File: src/rtl/cl_head_gen.sv
// cl_head_gen: transmit-side cache-line framer.
// Packs ST words MSB-first into a 512-bit cache line and prepends a 16-bit
// header {3'b000, last, count[11:0]}. It also reports the frame length in STs
// as a sideband.
// Optional build macro: CL_HEAD_GEN_PAD_ZERO_EN. When defined, the payload
// slots are cleared after each line leaves, so unused slots of a short line
// read as zero.
module cl_head_gen #(
  parameter int CL                  = 512,
  parameter int CL_HEAD             = 16,
  parameter int CL_PAYLOAD          = CL - CL_HEAD,
  parameter int ST_W                = 16,
  parameter int w_NumOfST_in_AFUFrm = 16
) (
  input  logic                           clk,
  input  logic                           rst_n_sync,
  input  logic [ST_W-1:0]                st_data,
  input  logic                           st_valid,
  input  logic                           st_last,
  output logic                           st_ready,
  output logic [CL-1:0]                  source_data,
  output logic                           source_valid,
  input  logic                           source_ready,
  output logic [w_NumOfST_in_AFUFrm-1:0] sb_len,
  output logic                           sb_len_vld
);

  localparam int N_ST   = CL_PAYLOAD / ST_W;
  localparam int CNT_W  = $clog2(N_ST + 1);
  localparam int HCNT_W = CL_HEAD - 4;
  localparam int LEN_W  = w_NumOfST_in_AFUFrm;

  typedef enum logic [1:0] {
    S_FILL = 2'd0,
    S_OUT  = 2'd1
  } state_e;

  state_e                  state_q;
  logic [CNT_W-1:0]        cnt_q;
  logic [CL-1:0]           data_q;
  logic                    st_ready_q;
  logic                    source_valid_q;
  logic [LEN_W-1:0]        acc_q;
  logic [LEN_W-1:0]        sb_len_q;
  logic                    sb_len_vld_q;

  logic [CL_PAYLOAD-1:0]   payload_d;
  logic [HCNT_W-1:0]       hdr_cnt_d;
  logic [HCNT_W-1:0]       out_cnt;
  logic                    out_last;
  logic [LEN_W-1:0]        acc_sum;
  logic                    st_acc;
  logic                    cl_acc;

  // Handshakes. st_ready_q is only ever set while filling, so st_acc implies S_FILL.
  assign st_acc = st_valid & st_ready_q;
  assign cl_acc = source_valid_q & source_ready;

  // Count field for the line being closed: slots already written plus this ST.
  assign hdr_cnt_d = HCNT_W'(cnt_q) + HCNT_W'(1);

  // Header fields of the held line feed the frame-length accumulator.
  assign out_cnt  = data_q[CL-5 -: HCNT_W];
  assign out_last = data_q[CL-4];
  assign acc_sum  = acc_q + LEN_W'(out_cnt);

  // Next payload: only the slot addressed by cnt_q takes the incoming ST.
  // Slot 0 sits directly below the header.
  genvar gi;
  generate
    for (gi = 0; gi < N_ST; gi++) begin : g_slot
      assign payload_d[CL_PAYLOAD-1-gi*ST_W -: ST_W] =
        (cnt_q == CNT_W'(gi)) ? st_data : data_q[CL_PAYLOAD-1-gi*ST_W -: ST_W];
    end
  endgenerate

  // Framing FSM with registered handshake outputs, line buffer and length accumulator.
  always_ff @(posedge clk) begin
    if (!rst_n_sync) begin
      state_q        <= S_FILL;
      cnt_q          <= '0;
      data_q         <= '0;
      st_ready_q     <= 1'b0;
      source_valid_q <= 1'b0;
      acc_q          <= '0;
      sb_len_q       <= '0;
      sb_len_vld_q   <= 1'b0;
    end else begin
      sb_len_vld_q <= 1'b0;
      case (state_q)
        S_FILL: begin
          st_ready_q     <= 1'b1;
          source_valid_q <= 1'b0;
          if (st_acc) begin
            data_q[CL_PAYLOAD-1:0] <= payload_d;
            cnt_q                  <= cnt_q + CNT_W'(1);
            // Close the line on end of frame or when the last slot is filled.
            // A 31st ST carrying st_last closes a single full line with last = 1.
            if (st_last || (cnt_q == CNT_W'(N_ST - 1))) begin
              data_q[CL-1 -: CL_HEAD] <= {3'b000, st_last, hdr_cnt_d};
              state_q                 <= S_OUT;
              st_ready_q              <= 1'b0;
              source_valid_q          <= 1'b1;
            end
          end
        end
        S_OUT: begin
          st_ready_q     <= 1'b0;
          source_valid_q <= 1'b1;
          if (cl_acc) begin
            cnt_q          <= '0;
            state_q        <= S_FILL;
            st_ready_q     <= 1'b1;
            source_valid_q <= 1'b0;
            if (out_last) begin
              sb_len_q     <= acc_sum;
              sb_len_vld_q <= 1'b1;
              acc_q        <= '0;
            end else begin
              acc_q <= acc_sum;
            end
`ifdef CL_HEAD_GEN_PAD_ZERO_EN
            data_q[CL_PAYLOAD-1:0] <= '0;
`else
            data_q[CL_PAYLOAD-1:0] <= data_q[CL_PAYLOAD-1:0];
`endif
          end
        end
        default: begin
          state_q        <= S_FILL;
          cnt_q          <= '0;
          data_q         <= '0;
          st_ready_q     <= 1'b0;
          source_valid_q <= 1'b0;
          acc_q          <= '0;
          sb_len_q       <= '0;
          sb_len_vld_q   <= 1'b0;
        end
      endcase
    end
  end

  assign st_ready     = st_ready_q;
  assign source_valid = source_valid_q;
  assign source_data  = data_q;
  assign sb_len       = sb_len_q;
  assign sb_len_vld   = sb_len_vld_q;

endmodule

File: config.mk
export PLATFORM = sky130hd
export DESIGN_NAME = cl_head_gen
export DESIGN_NICKNAME = d
export VERILOG_FILES = /design/src/rtl/cl_head_gen.sv
export SDC_FILE = /design/constraint.sdc
export NUM_CORES = 1
export LEC_CHECK = 0
export ABC_AREA = 1
export BUFFER_PORTS_ARGS = -buffer_cell sky130_fd_sc_hd__buf_4
export CORE_AREA = 2 2 212 214
export CTS_BUF_LIST = sky130_fd_sc_hd__clkbuf_4
export CTS_CLUSTER_DIAMETER = 50
export CTS_CLUSTER_SIZE = 8
export DETAILED_ROUTE_END_ITERATION = 12
export DIE_AREA = 0 0 214 216
export GPL_TIMING_DRIVEN = 0
export MAX_ROUTING_LAYER = met4
export PLACE_DENSITY_LB_ADDON = 0.2
export SLEW_MARGIN = 20
export SYNTH_ARGS = -nofsm -noshare
export SYNTH_HDL_FRONTEND = slang
export SYNTH_SLANG_ARGS = --single-unit
File: constraint.sdc
create_clock -name clk -period 2.4 [get_ports clk]
set_input_delay 0 -clock clk [delete_from_list [all_inputs] [get_ports clk]]
set_output_delay 0 -clock clk [all_outputs]
set_load 0.005 [all_outputs]
* Word level (Yosys, flattened, before mapping)
Index checks and enable logic that the tools add are counted.
** Storage, ports and cells
- Output and inout bits :: 531
- Logic and storage cells :: 209
- Memories :: 0
- Bits in registers :: 554
- RAM bits :: 0
- Bits in latches :: 0
- Memory bits (read-only) :: 0
- Bits of input ports :: 21
** Cells by class
- Reductions and logical operators :: 40
- Shift operators :: 0
- $mul :: 0
- Order comparisons :: 0
- Bitwise operators :: 4
- Multiplexer cells :: 57
- Eq/ne operators :: 66
- $add $sub $neg :: 3
- Div/mod/pow operators :: 0
** Operator list (number)
- $pmux 496 s2 :: 1
- $mux 16 :: 36
- $mux 512 :: 1
- $reduce_and 3->1 :: 35
- $pmux 16 s2 :: 3
- $eq 5x5->1 const B :: 15
- $ne 2x2->1 const B :: 35
- $eq 5x4->1 const B :: 8
- $eq 5x3->1 const B :: 4
- $add 16x12->16 :: 1
- $eq 5x2->1 const B :: 2
- $mux 5 :: 2
- $pmux 5 s2 :: 1
- $mux 1 :: 7
- $add 5x1->6 const B :: 1
- $mux 2 :: 3
- $add 5x1->5 const B :: 1
- $eq 5x1->1 const B :: 1
- $logic_not 5->1 :: 1
- $pmux 1 s2 :: 2
- $pmux 2 s2 :: 1
- $reduce_and 2->1 :: 2
- $and 1x1->1 :: 2
- $eq 2x1->1 const B :: 1
- 3 further kinds :: 4

* Longest topological paths before layout
- Depth in word-level cells :: 5
- Depth in mapped cells :: 13
- Gate-level depth less buffers :: 13

* Least setup slack after synthesis
No wires, ideal clock.
- Path type :: reg2reg
- Start point :: register data_q[496] (netlist: source_data[496])
- End point :: register sb_len_q[10] (netlist: sb_len[10])
- Arrival :: 1.693 ns
- Setup time :: 0.115 ns
- Period minus slack after synthesis :: 1.809 ns
- Data required time :: 2.285 ns
- Path slack :: 0.591 ns
- Cell stages (with the launch flop) :: 14
- Path buffers :: 0
- Cell sequence :: dfxtp_1 > ha_1 > inv_1 > fa_1 > inv_1 > nand3_1 > nand2_1 > nand2_1 > nand2_1 > nand2_1 > nand2_1 > nand2_1 > o21ai_0 > inv_1
** On the way
- Word-level cells in the longest chain between the ends :: 4
** RTL lines
- start: declaration :: line 40 : logic [CL-1:0] data_q;
- start signal: indexed assignment :: line 95 : data_q[CL_PAYLOAD-1:0] <= payload_d;
- start signal: indexed assignment :: line 100 : data_q[CL-1 -: CL_HEAD] <= {3'b000, st_last, hdr_cnt_d};
- start signal: indexed assignment :: line 125 : data_q[CL_PAYLOAD-1:0] <= data_q[CL_PAYLOAD-1:0];
- $add 16x12->16 :: line 65 : assign acc_sum = acc_q + LEN_W'(out_cnt);
- $mux 16 :: line 115 : if (out_last) begin
- $mux 16 :: line 110 : if (cl_acc) begin
- $pmux 16 s2 :: line 90 : case (state_q)
- end signal: assignment :: line 116 : sb_len_q <= acc_sum;
- end: declaration :: line 44 : logic [LEN_W-1:0] sb_len_q;
Every way passes these cells. The select of a mux whose other input is x is not followed.
A chain may end at the register's enable or synchronous reset.

* Final worst setup path
- Start point :: register state_q[0]
- End point :: register data_q[237] (netlist: source_data[237])
** On the way
- Word-level cells in the longest chain between the ends :: 3
- Elaborated cells between the ends (all ways) :: 7
- Those cells by class :: eq/ne (3); mux (1); bitwise (1); reduce/logical (2)
** RTL lines
- start: declaration :: line 38 : state_e state_q;
- start signal: assignment :: line 80 : state_q <= S_FILL;
- start signal: assignment :: line 101 : state_q <= S_OUT;
- start signal: assignment :: line 112 : state_q <= S_FILL;
- $logic_not 2->1 or $eq 2x1->1 (tied branches) :: line 90
- $ne 2x2->1 (no line) or $not 1->1 (tied branches)
- $reduce_and 3->1 (no line)
Several ways; a longest one is shown, not always the timed one.

==> impl_metrics.csv <==
group,metric,value,unit
pwr,total_power,15.18,mW
sta,max_slew_margin,22.15,%
critical_path,worst-setup-path-type,"reg -> reg",
placement,hpwl,56990,um
yosys,synthAdderAreaFrac,0.7990,%
drt,drc,0,
floorplan,die_area,46220,um^2
yosys,ys_seq_elements,544,
critical_path,critPathRequiredTime,3.11,ns
yosys,avgSynthCellArea,8.508,um^2
global_route,grtUsageMet3,9.133,%
critical_path,cp.arrival,3.10,ns
yosys,synth_top_area_cell,"dfxtp_1",
drt,num_vias,19510,
flow_run,drv_cap,0,
layout,ff_latch_area,10890,um^2
floorplan,die_h,216,um
global_route,grt_max_degree,12,
sta,tns,0,ns
yosys,synth.yosys.warnings,0,
layout,area_growth,30.01,%
pwr,vdd_ir_drop_max,405.0,uV
global_route,overflow,0,
yosys,synth-xor-area-share,0.2220,%
global_route,met1_usage,40.27,%
global_route,grt_pass1_wl,116500,um
sta,fmax,0.4195,GHz
floorplan,coreArea,43840,um^2
drt,drtIter0Drc,1659,
floorplan,die_w,214,um
drt,ant_nets,0,
layout,drive_gt1_share,26.33,%
clock_network,cts_max_path_buffers,3,
clock_network,cts_tree,"built",
pwr,power_density,591.9,nW/um^2
global_route,grt_pass1_vias,18735,
floorplan,core.rowCount,77,
drt,drt_wl_total,80170,um
yosys,yosysTopAreaCellShare,55.20,%
placement,place_ws,-0.2505,ns
yosys,synth_cells,2319,
layout,n_fill_cell,3922,
critical_path,cp-end-kind,"flip-flop",
yosys,ys_types,41,
drt,first_pass_iters,8,
global_route,met2_usage,54.30,%
yosys,synth_area_leaders,"dfxtp_1, o21ai_0, a21oi_1, nor2_1, nand2_1",
sta,worst_slew_pin_slew,1.168,ns
critical_path,cp_max_fo,10,
floorplan,ioPinCount,552,
clock_network,clk-insertion-delay-late,0.86,ns
layout,multi_input_area,7446,um^2
global_route,antenna_found_initial,3,
sta,timing.final.ws_setup,0.01602,ns
layout,fin_nets,3019,
yosys,netlist_area,19730,um^2
yosys,ys_seq_area_share,55.20,%
sta,skew,0.02995,ns
floorplan,start_util,45.01,%
clock_network,cts_buffers,79,
global_route,grt_usage,34.36,%
drt,wl_per_cell,22.32,um
pwr,total_leakage_power,12.09,nW
placement,io_buffers,541,
clock_network,cts-root-buf,"clkbuf_4",
sta,rsz0062_at_grt,"false",
sta,min_period,2.384,ns
sta,setup_viol_count_final,0,
global_route,busiest_layer,"met2",
drt,viasPerCell,5.432,
status,status,"completed",
placement,gp_congestion,0.8984,
sta,slew_viol_final,0,
critical_path,cp-start-kind,"flip-flop",
sta,hold_viol,0,
worst_hold_path,hp-class,"in -> reg",
sta,fin_crit_sh,99.33,%
clock_network,post_cts.repair.setup_buffers,0,
yosys,synth_top_family_by_area,"compound AO/OA/AOI/OAI gates",
clock_network,clock_sinks,544,
yosys,synth_compound_area_share,22.96,%
clock_network,clkSlewWorstSetupHoldPaths,0.09,ns
layout,utilization,58.52,%
clock_network,htreeDepth,3,
yosys,synth.mux.area_fraction,0,%
yosys,yosys.area_share.simple,13.59,%
layout make-up:
class	instances	area share, %
flip-flops and latches	544	42.45
multi-input cells	1482	29.03
repair buffers	579	17.32
plain buffers	190	3.873
well taps	592	2.888
clock buffers	86	2.517
inverters	110	1.678
clock inverters	6	0.2195
diodes	3	0.02927
report_power, final:
part	switching [mW]	total (mW)	internal [mW]	leakage, nW
registers	0.0477	9.13	9.08	4.38
logic	0.840	1.13	0.288	7.28
clock network	3.16	4.93	1.77	0.430
total	4.05	15.2	11.1	12.1
final timing paths:
| check | end | slack, ns | start | depth (start not counted) |
|---|---|---|---|---|
| worst min-delay path | source_data[330] | 0.09 | rst_n_sync | 4 |
| worst min register to register | acc_q[5] | 0.47 | acc_q[5] | 2 |
| worst max register to register | source_data[237] | 0.02 | state_q[0] | 7 |
| worst max-delay path | source_data[237] | 0.02 | state_q[0] | 7 |
critical path, cell delays in order, from the launching register on:
cell and delay [ns]:
dfxtp_1 0.34, buf_6 0.15, inv_6 0.06, buf_2 0.17, nand2_1 0.10, clkbuf_1 0.79, buf_2 0.50, a21oi_1 0.12
repair_timing:
| item | in CTS | in global routing |
|---|---|---|
| gates resized for setup | 2 | 2 |
| setup endpoints to repair | 21 | 10 |
| gates cloned | 0 | 0 |
| hold buffers | 38 | 0 |
| hold endpoints to repair | 258 | 0 |
flip-flops by register name, summed over array words and instances, names as in the netlist:
name / flops
sb_len: 16
st_ready: 1
acc_q: 16
cnt_q: 5
sb_len_vld: 1
state_q: 1
source_valid: 1
source_data: 503
cell usage in the layout (no fill, tap or decap), types with 2 or more instances in the layout:
cell             n
a21oi_1        341
a21oi_2         30
buf_12           2
buf_2           33
buf_4          571
buf_6           12
clkbuf_1       110
clkbuf_2         3
clkbuf_4        86
clkinv_2         2
conb_1           9
dfxtp_1        544
diode_2          3
dlygate4sd3_1   38
ha_1            11
inv_1          101
inv_2            5
inv_4            3
inv_6            2
nand2_1        126
nand3_1         25
nand3b_1         3
nand4_1          9
nor2_1         374
nor2_2           4
nor2_4           7
nor2_8          21
nor3_1           2
o21ai_0        455
o21ai_1         47
xor2_1           4
layer usage:
layer | vias to the layer above | part of all wire, %
li1 | 9052 | -
met1 | 9311 | 39
met2 | 953 | 47
met3 | 194 | 9.1
met4 | 0 | 4.8
met5 | - | 0
per-stage QoR:
stage,hold WS [ns],cells,area [um^2]
final,0.08776,3592,25650
after global routing,0.09385,3592,25650
after CTS,0.03113,3589,25640
after detailed placement,0.2620,3460,24560
after global placement,0.2534,3460,24560
after floorplan,0.1489,2327,19760
Yosys cell counts, drive strengths merged:
cell type,number
o211a,1
nor2,406
nand4,9
fa,1
o211ai,1
nor3,2
nand3b,3
xnor2,1
ha,11
a21boi,1
buf,77
or2,2
xor2,4
nand2,128
inv,109
dfxtp,544
nand3,27
o21ai,503
conb,1
a21oi,371
o22ai,1
clkinv,1
a21o,1
clkbuf,114
cells by family after synthesis:
logic type / after synthesis
AO/OA/AOI/OAI: 879
XOR/XNOR: 5
adder cells (fa/ha/maj): 12
buffers and inverters: 301
flip-flops: 544
other: 1
AND/OR/NAND/NOR: 577
Power figures use the tool's default switching activity.
